### config.mk
export PLATFORM = sky130hd
export DESIGN_NAME = interboard_tx_arbiter
export DESIGN_NICKNAME = d
export VERILOG_FILES = /design/src/rtl/interboard_tx_arbiter_pkg.sv /design/src/rtl/interboard_tx_arbiter_rr_pick.sv /design/src/rtl/interboard_tx_arbiter.sv
export SDC_FILE = /design/constraint.sdc
export NUM_CORES = 1
export LEC_CHECK = 0
export ABC_AREA = 1
export CAP_MARGIN = 20
export CORE_MARGIN = 2
export CORE_UTILIZATION = 25
export CTS_CLUSTER_SIZE = 14
export DETAILED_ROUTE_END_ITERATION = 7
export PLACE_DENSITY = 0.46
export RECOVER_POWER = 100
export SKIP_CTS_REPAIR_TIMING = 1
export SLEW_MARGIN = 20
export SYNTH_ARGS = -nofsm -noshare
export SYNTH_HDL_FRONTEND = slang
export SYNTH_SLANG_ARGS = --single-unit
export TNS_END_PERCENT = 100
### constraint.sdc
create_clock -name clk -period 9.57 [get_ports clk]
set_input_delay 1.914 -clock clk [delete_from_list [all_inputs] [get_ports clk]]
set_output_delay 1.914 -clock clk [all_outputs]
set_load 0.1 [all_outputs]
### src/rtl/interboard_tx_arbiter_pkg.sv
// Shared state encodings, field widths and message record for the interboard transmit arbiter.
package interboard_tx_arbiter_pkg;

    localparam int unsigned BX_W   = 5;
    localparam int unsigned BY_W   = 3;
    localparam int unsigned MT_W   = 4;
    localparam int unsigned CARD_W = 6;
    localparam int unsigned SL_W   = 3;
    localparam int unsigned IDX_W  = 3;

    typedef enum logic [1:0] {
        IDLE       = 2'd0,
        WAIT_BUSY  = 2'd1,
        WAIT_READY = 2'd2
    } arb_state_t;

    typedef struct packed {
        logic              move_dir;
        logic [BX_W-1:0]   block_x;
        logic [BY_W-1:0]   block_y;
        logic [MT_W-1:0]   msg_type;
        logic [CARD_W-1:0] card;
        logic [SL_W-1:0]   sel_len;
    } ctrl_msg_t;

endpackage

### src/rtl/interboard_tx_arbiter_rr_pick.sv
// Combinational round-robin picker: first set bit of i_pending at or after i_ptr, wrapping.
module rr_pick
    import interboard_tx_arbiter_pkg::*;
#(
    parameter int unsigned N = 4
) (
    input  logic [N-1:0]     i_pending,
    input  logic [IDX_W-1:0] i_ptr,
    output logic             o_valid,
    output logic [IDX_W-1:0] o_idx
);

    logic [N-1:0]     w_rot;
    logic [IDX_W-1:0] w_off;
    logic [IDX_W:0]   w_sum;

    always_comb begin
        // Rotate so the pointer position lands at bit 0; lowest set bit is the winner.
        w_rot   = N'({i_pending, i_pending} >> i_ptr);
        o_valid = |w_rot;
        w_off   = '0;
        for (int unsigned j = 0; j < N; j++) begin
            if (w_rot[N-1-j]) begin
                w_off = IDX_W'(N-1-j);
            end
        end
        w_sum = {1'b0, i_ptr} + {1'b0, w_off};
        if (w_sum >= (IDX_W+1)'(N)) begin
            w_sum = w_sum - (IDX_W+1)'(N);
        end
        o_idx = w_sum[IDX_W-1:0];
    end

endmodule

### src/rtl/interboard_tx_arbiter.sv
// Shares the interboard transmit channel between game-control handlers: per-source
// request slots, round-robin grant, one ctrl_en pulse per accepted message.
module interboard_tx_arbiter
    import interboard_tx_arbiter_pkg::*;
#(
    parameter int unsigned NUM_REQ     = 4,
    parameter int unsigned ACK_TIMEOUT = 1023
) (
    input  logic                        clk,
    input  logic                        rst,
    input  logic                        interboard_rst,
    input  logic                        inter_ready,
    input  logic [NUM_REQ-1:0]          req_en,
    input  logic [NUM_REQ-1:0]          req_move_dir,
    input  logic [BX_W*NUM_REQ-1:0]     req_block_x,
    input  logic [BY_W*NUM_REQ-1:0]     req_block_y,
    input  logic [MT_W*NUM_REQ-1:0]     req_msg_type,
    input  logic [CARD_W*NUM_REQ-1:0]   req_card,
    input  logic [SL_W*NUM_REQ-1:0]     req_sel_len,
    output logic                        ctrl_en,
    output logic                        ctrl_move_dir,
    output logic [BX_W-1:0]             ctrl_block_x,
    output logic [BY_W-1:0]             ctrl_block_y,
    output logic [MT_W-1:0]             ctrl_msg_type,
    output logic [CARD_W-1:0]           ctrl_card,
    output logic [SL_W-1:0]             ctrl_sel_len,
    output logic [NUM_REQ-1:0]          pending,
    output logic [IDX_W-1:0]            grant_idx,
    output logic                        overflow
);

    localparam int unsigned     CNT_W    = (ACK_TIMEOUT > 1) ? $clog2(ACK_TIMEOUT) : 1;
    localparam logic [CNT_W-1:0] CNT_LAST = CNT_W'(ACK_TIMEOUT - 1);

    logic             w_rst;
    arb_state_t       r_state;
    arb_state_t       w_state_nxt;
    logic [NUM_REQ-1:0] r_pending;
    ctrl_msg_t        r_slot [NUM_REQ];
    ctrl_msg_t        w_req_msg [NUM_REQ];
    logic             r_overflow;
    logic [IDX_W-1:0] r_ptr;
    logic [IDX_W-1:0] r_grant_idx;
    logic             r_ctrl_en;
    ctrl_msg_t        r_ctrl;
    logic [CNT_W-1:0] r_cnt;
    logic             w_pick_valid;
    logic [IDX_W-1:0] w_pick_idx;
    logic             w_grant;
    ctrl_msg_t        w_sel;
    logic [NUM_REQ-1:0] w_grant_oh;

    assign w_rst = rst | interboard_rst;

    rr_pick #(.N(NUM_REQ)) u_rr_pick (
        .i_pending (r_pending),
        .i_ptr     (r_ptr),
        .o_valid   (w_pick_valid),
        .o_idx     (w_pick_idx)
    );

    always_comb begin
        for (int unsigned i = 0; i < NUM_REQ; i++) begin
            w_req_msg[i].move_dir = req_move_dir[i];
            w_req_msg[i].block_x  = req_block_x[BX_W*i +: BX_W];
            w_req_msg[i].block_y  = req_block_y[BY_W*i +: BY_W];
            w_req_msg[i].msg_type = req_msg_type[MT_W*i +: MT_W];
            w_req_msg[i].card     = req_card[CARD_W*i +: CARD_W];
            w_req_msg[i].sel_len  = req_sel_len[SL_W*i +: SL_W];
        end
    end

    always_comb begin
        w_grant    = (r_state == IDLE) && inter_ready && w_pick_valid;
        w_sel      = '0;
        w_grant_oh = '0;
        for (int unsigned i = 0; i < NUM_REQ; i++) begin
            if (w_pick_idx == IDX_W'(i)) begin
                w_sel         = r_slot[i];
                w_grant_oh[i] = w_grant;
            end
        end
    end

    always_comb begin
        w_state_nxt = r_state;
        case (r_state)
            IDLE: begin
                if (w_grant) w_state_nxt = WAIT_BUSY;
            end
            WAIT_BUSY: begin
                if (!inter_ready)           w_state_nxt = WAIT_READY;
                else if (r_cnt == CNT_LAST) w_state_nxt = IDLE;
            end
            WAIT_READY: begin
                if (inter_ready) w_state_nxt = IDLE;
            end
            default: w_state_nxt = IDLE;
        endcase
    end

    always_ff @(posedge clk) begin
        if (w_rst) r_state <= IDLE;
        else       r_state <= w_state_nxt;
    end

    always_ff @(posedge clk) begin
        if (w_rst || r_state != WAIT_BUSY) r_cnt <= '0;
        else                               r_cnt <= r_cnt + 1'b1;
    end

    // A slot being granted this cycle is free to take a new request in the same cycle.
    always_ff @(posedge clk) begin
        if (w_rst) begin
            r_pending  <= '0;
            r_overflow <= 1'b0;
            for (int unsigned i = 0; i < NUM_REQ; i++) begin
                r_slot[i] <= '0;
            end
        end else begin
            for (int unsigned i = 0; i < NUM_REQ; i++) begin
                if (req_en[i] && (!r_pending[i] || w_grant_oh[i])) begin
                    r_slot[i]    <= w_req_msg[i];
                    r_pending[i] <= 1'b1;
                end else if (w_grant_oh[i]) begin
                    r_pending[i] <= 1'b0;
                end
                if (req_en[i] && r_pending[i] && !w_grant_oh[i]) begin
                    r_overflow <= 1'b1;
                end
            end
        end
    end

    always_ff @(posedge clk) begin
        if (w_rst) begin
            r_ctrl_en   <= 1'b0;
            r_ctrl      <= '0;
            r_grant_idx <= '0;
            r_ptr       <= '0;
        end else begin
            r_ctrl_en <= w_grant;
            if (w_grant) begin
                r_ctrl      <= w_sel;
                r_grant_idx <= w_pick_idx;
                r_ptr       <= (w_pick_idx == IDX_W'(NUM_REQ-1)) ? '0 : w_pick_idx + 1'b1;
            end
        end
    end

    assign ctrl_en       = r_ctrl_en;
    assign ctrl_move_dir = r_ctrl.move_dir;
    assign ctrl_block_x  = r_ctrl.block_x;
    assign ctrl_block_y  = r_ctrl.block_y;
    assign ctrl_msg_type = r_ctrl.msg_type;
    assign ctrl_card     = r_ctrl.card;
    assign ctrl_sel_len  = r_ctrl.sel_len;
    assign pending       = r_pending;
    assign grant_idx     = r_grant_idx;
    assign overflow      = r_overflow;

endmodule

==> impl_metrics.csv, run 1 <==
group,metric,value,unit
worst_setup_path,cp_max_fo,35,
logic_synthesis,seq_area_frac_synth,54.74,%
logic_synthesis,synth.distinct_cells,36,
worst_setup_path,cp-start-kind,"input pin",
global_routing,grt_overflow,0,
placed_design,place_congestion,0.7538,
die,rows,59,
route,ant_nets,0,
sta,slew_violations,36,
route,dr.first_iter.drc_count,287,
global_routing,grt_util_all_layers,12.91,%
final_layout,diodes,0,
clock_tree,htreeDepth,4,
clock_tree,cts-root-buf,"clkbuf_16",
die,die_height,165.4,um
worst_setup_path,cp.required,9.80,ns
route,wl_per_cell,13.75,um
min_path,holdCritPathClass,"reg2reg",
power_and_ir_drop,irDropWorstVdd,0.1093,mV
worst_setup_path,endpoint_kind,"flop",
outcome,violations,"max-capacitance violations, max-slew violations",
logic_synthesis,synthCells,777,
power_and_ir_drop,finalPower,1675,uW
placed_design,dp_hpwl,12370,um
clock_tree,cts_tree,"done",
final_layout,nFillCells,2785,
final_layout,fin_nets,998,
worst_setup_path,critical_path.startpoint,"rst",
sta,slew_headroom,-63.88,%
global_routing,grt_max_degree,50,
clock_tree,clk_latency,0.42,ns
die,die_width,165.4,um
power_and_ir_drop,p_leak,0.003849,uW
worst_setup_path,r2r_cells,15,
logic_synthesis,syn_area,0.006510,mm^2
sta,fmax,0.1704,GHz
clock_tree,clkSinkCount,134,
logic_synthesis,synth-seq-cells,134,
clock_tree,numCtsBuffers,17,
logic_synthesis,synth_warnings,0,
sta,finalWorstSetupSlack,3.703,ns
placed_design,dpl_cell_area,0.007983,mm^2
sta,setup-violations-final,0,
sta,fin_crit,5.867,ns
global_routing,first_global_vias,4901,
route,via_count,4992,
placed_design,numPortBuffers,126,
sta,rsz0062_at_grt,"no",
worst_setup_path,cp-endpoint,"r_slot[0][0]",
worst_setup_path,r2r-end,"r_slot[0][0]",
run,cap_viol_max_count,1,
global_routing,grt_pass1_wl,26060,um
die,ios,127,
clock_tree,path_clk_slew,0.06,ns
worst_setup_path,path_class,"in2reg",
power_and_ir_drop,p_per_area,196.4,mW/mm^2
outcome,status,"complete, but fails checks",
sta,setup_tns,0,ns
logic_synthesis,avgSynthCellArea,8.378,um^2
route,drtPass1Iterations,5,
sta,finClkSkew,0.01238,ns
final_layout,fin_area,0.008531,mm^2
worst_setup_path,r2r_slack,5.03,ns
die,initial_core_util,25.20,%
worst_setup_path,r2r_start,"r_ptr[1]",
final_layout,layout-drive-gt1-share,8.940,%
worst_setup_path,critPathArrivalTime,6.09,ns
global_routing,grt_antenna_before_repair,0,
route,totalWireLength,17060,um
die,dieArea,0.02735,mm^2
route,viasPerCell,4.023,
sta,tightest_slew,2.449,ns
route,drc,0,
clock_tree,cts.path.max_buffers,2,
placed_design,place_ws,4.999,ns
sta,finalCritPeriodShare,61.31,%
die,core,0.02584,mm^2
final_layout,syn_to_final_growth,31.04,%
sta,hold_viol_final,0,
logic_synthesis,syn_nets,882,
## through the flow
step	instances	hold WS (ns)	utilization, %
after floorplan	777	0.4297	-
after global placement	1208	0.4485	30.90
after detailed placement	1208	0.4583	30.90
after CTS	1240	0.4687	33.08
after global routing	1241	0.4941	33.02
final	1241	0.4632	33.02
## per-layer routing
metal	global-route usage, %	share of wire (%)	routed length, um
met2	22.25	50	8563
met1	16.18	45	7642
met3	3.122	4.3	730
met5	0	0	0
met4	3.409	0.74	126
## flip-flops by register name (all words and copies together), names as in the netlist, 4 cells and up
signal,flops
ctrl_block_x,5
r_cnt,10
r_slot,88
ctrl_card,6
pending,4
ctrl_msg_type,4
## kinds of logic (layout without fill, tap and decap cells)
logic type | after synthesis | after routing | synth area share, %
adder cells (fa/ha/maj) | 9 | 9 | 1.845
AND/OR/NAND/NOR | 432 | 432 | 28.66
AO/OA/AOI/OAI | 49 | 49 | 4.305
XOR/XNOR | 1 | 1 | 0.1346
flip-flops | 134 | 134 | 54.74
buffers and inverters | 152 | 281 | 10.32
## worst min path at each step
stage          startpoint        to  slack [ns]  depth (start not counted)
5_1_grt          r_cnt[3]  r_cnt[3]        0.49                          2
3_5_place_dp     r_cnt[0]  r_cnt[0]        0.46                          1
3_3_place_gp     r_cnt[0]  r_cnt[0]        0.45                          1
2_1_floorplan    r_cnt[0]  r_cnt[0]        0.43                          1
4_1_cts          r_cnt[3]  r_cnt[3]        0.47                          2
6_report         r_cnt[0]  r_cnt[0]        0.46                          1
## placed cells by master (no fill, tap or decap), drive strengths merged, types with 2 or more instances in the layout
master         count
nor2             217
nand2            163
inv              125
clkdlybuf4s50     94
edfxtp            88
dfxtp             46
dlygate4sd3       32
o21ai             30
nor3              26
nand3             20
clkbuf            19
a21oi             17
ha                 8
clkinv             6
nand4              2
clkinvlp           2
buf                2
## area by class of cell
cell class	instances	area, um^2	area share, %
flip-flops and latches	134	3563	41.77
inverters	121	456.7	5.353
well taps	335	419.2	4.913
repair buffers	128	1289	15.11
clock inverters	13	121.4	1.423
multi-input cells	491	2238	26.24
clock buffers	19	442.9	5.192
## critical path: stages
cell and delay (ns):
dlygate4sd3_1 0.53, nor2_1 1.79, nand3_1 1.47, nor2_1 0.37
## power breakdown
group / internal (uW) / total, uW / switching (uW)
logic: 117 / 379 / 262
clock network: 367 / 629 / 262
registers: 651 / 667 / 16.2
## Yosys cell counts, drive strengths merged
library cell,count,area share [%]
a21boi,1,0.12
a21o,1,0.12
a21oi,17,1.4
and3,1,0.096
buf,17,2.5
clkbuf,14,0.81
dfxtp,46,14
edfxtp,88,41
fa,1,0.31
ha,8,1.5
inv,121,7.0
nand2,163,10
nand3,20,1.9
nand3b,1,0.12
nand4,2,0.19
nor2,217,14
nor3,26,2.1
nor4,1,0.096
o21ai,30,2.7
or2,1,0.096
xnor2,1,0.13
(Power assumes the default switching activity.)
==> run 2, diff against run 1 <==
Settings changed: PLACE_DENSITY 0.46 to 0.47.
Clock period 9.57 ns to 5.2 ns, I/O delays scaled along.
==> impl_metrics.csv, run 2 (synthesis gave the netlist of run 1 again) <==
group,metric,value,unit
outcome,status,"complete, but fails checks",
outcome,violations,"max-capacitance violations, max-slew violations",
global_routing,grt_antenna_before_repair,0,
worst_setup_path,cp.required,5.22,ns
worst_setup_path,critPathArrivalTime,4.49,ns
power_and_ir_drop,p_leak,0.003857,uW
final_layout,largest_reg_flops,88,
route,ant_nets,0,
clock_tree,cts.path.max_buffers,2,
final_layout,layout-drive-gt1-share,7.151,%
die,rows,59,
final_layout,diodes,0,
die,die_width,165.4,um
final_layout,final_common_cell,"nor2_1",
global_routing,grt_max_degree,50,
route,drtPass1Iterations,4,
global_routing,grt_pass1_wl,26580,um
sta,hold_viol_final,0,
power_and_ir_drop,irDropWorstVdd,0.1622,mV
worst_setup_path,r2r_cells,17,
worst_setup_path,path_class,"reg2reg",
die,ios,127,
sta,finalWorstSetupSlack,0.7366,ns
route,dr.first_iter.drc_count,282,
sta,tightest_slew,1.680,ns
sta,rsz0062_at_grt,"no",
placed_design,place_ws,0.9168,ns
run,cap_viol_max_count,1,
worst_setup_path,cp-start-kind,"flop",
clock_tree,clk_latency,0.41,ns
min_path,holdCritPathClass,"reg2reg",
sta,fmax,0.2240,GHz
clock_tree,numCtsBuffers,17,
route,viasPerCell,4.057,
sta,slew_violations,50,
route,drc,0,
final_layout,fin_nets,1001,
placed_design,place_congestion,0.7713,
die,die_height,165.4,um
clock_tree,htreeDepth,4,
clock_tree,cts-root-buf,"clkbuf_16",
final_layout,ff_latch_area,0.003563,mm^2
global_routing,first_global_vias,5010,
worst_setup_path,cp_max_fo,22,
route,totalWireLength,17310,um
worst_setup_path,endpoint_kind,"flop",
placed_design,numPortBuffers,126,
min_path,hold_path_depth,1,
sta,fin_crit,4.463,ns
final_layout,nFillCells,2789,
die,core,0.02584,mm^2
final_layout,layout_common_cells,"nor2_1 (198), nand2_1 (157), inv_1 (119), clkdlybuf4s50_1 (93), edfxtp_1 (88)",
sta,setup_tns,0,ns
final_layout,multiInputGateArea,0.002165,mm^2
final_layout,syn_to_final_growth,30.60,%
power_and_ir_drop,p_per_area,372.1,mW/mm^2
global_routing,grt_overflow,0,
sta,setup-violations-final,0,
route,via_count,5047,
placed_design,dp_hpwl,12370,um
clock_tree,path_clk_slew,0.06,ns
die,dieArea,0.02735,mm^2
final_layout,largest-register,"r_slot",
route,wl_per_cell,13.92,um
sta,finalCritPeriodShare,85.84,%
die,initial_core_util,25.20,%
global_routing,grt_util_all_layers,13.06,%
sta,slew_headroom,-12.62,%
clock_tree,clkSinkCount,134,
clock_tree,cts_tree,"done",
sta,finClkSkew,0.01056,ns
## run 2: cell types whose count changed in the layout (fill, tap and decap cells not counted), moves of 4 or more
cell / delta
nand2_2: -5
inv_6: -4
o21ai_0: +6
nand2_1: +6
nor2_1: +5
o21ai_2: -6
## run 2: report_power, final
group	internal, uW	switching (uW)	total (uW)
Clock	779	462	1240
Sequential	1200	24.2	1220
Combinational	210	490	700
## run 2: path summary, 6_finish.rpt
kind / startpoint / endpoint / slack [ns]
worst max-delay path: r_ptr[0] / r_slot[3][11] / 0.74
worst min-delay path: r_cnt[0] / r_cnt[0] / 0.46
worst max register to register: r_ptr[0] / r_slot[3][11] / 0.74
worst min register to register: r_cnt[0] / r_cnt[0] / 0.46
## run 2: layer usage
metal  routed length, um  part of all wire [%]  vias to the layer above  global-route usage [%]
met5                   0                     0                        -                       0
met1                7617                    44                     2288                   16.27
met2                8767                    51                      116                   22.73
li1                    -                     -                     2641                       -
met4                  44                  0.25                        0                   3.644
met3                 884                   5.1                        2                   2.897
## run 2: through the flow
stage | utilization [%] | cells | hold slack (ns) | instance area (um^2) | power, uW
final | 32.91 | 1244 | 0.4645 | 8502 | 3163
after global routing | 32.91 | 1244 | 0.5031 | 8502 | 3329
after CTS | 33.38 | 1244 | 0.4668 | 8623 | 3237
after detailed placement | 31.01 | 1212 | 0.4539 | 8013 | 1985
after global placement | 31.01 | 1212 | 0.4480 | 8013 | 1985
after floorplan | - | 777 | 0.4297 | 6510 | 1739
## run 2: cell type report
cell class / instances / share of cell area, %
tap: 335 / 4.930
clock inverter: 12 / 1.810
inverter: 121 / 5.357
sequential: 134 / 41.91
clock buffer: 20 / 5.372
multi-input combinational: 491 / 25.46
timing repair buffer: 131 / 15.16
## run 2: worst max-delay path: stages (launching register included)
cell and delay (ns):
dfxtp_1 0.45, inv_1 0.13, nand2_1 0.10, nand2_1 0.05, nand2_1 0.05, nand2_1 0.10, nand3_1 0.08, a21boi_0 0.08
ha_1 0.21, fa_1 0.54, ha_1 0.18, inv_1 0.07, nor2_1 0.56, nand3_1 0.22, nand2_1 0.15, nand2_1 0.07
nand2_1 0.06, clkbuf_1 0.96
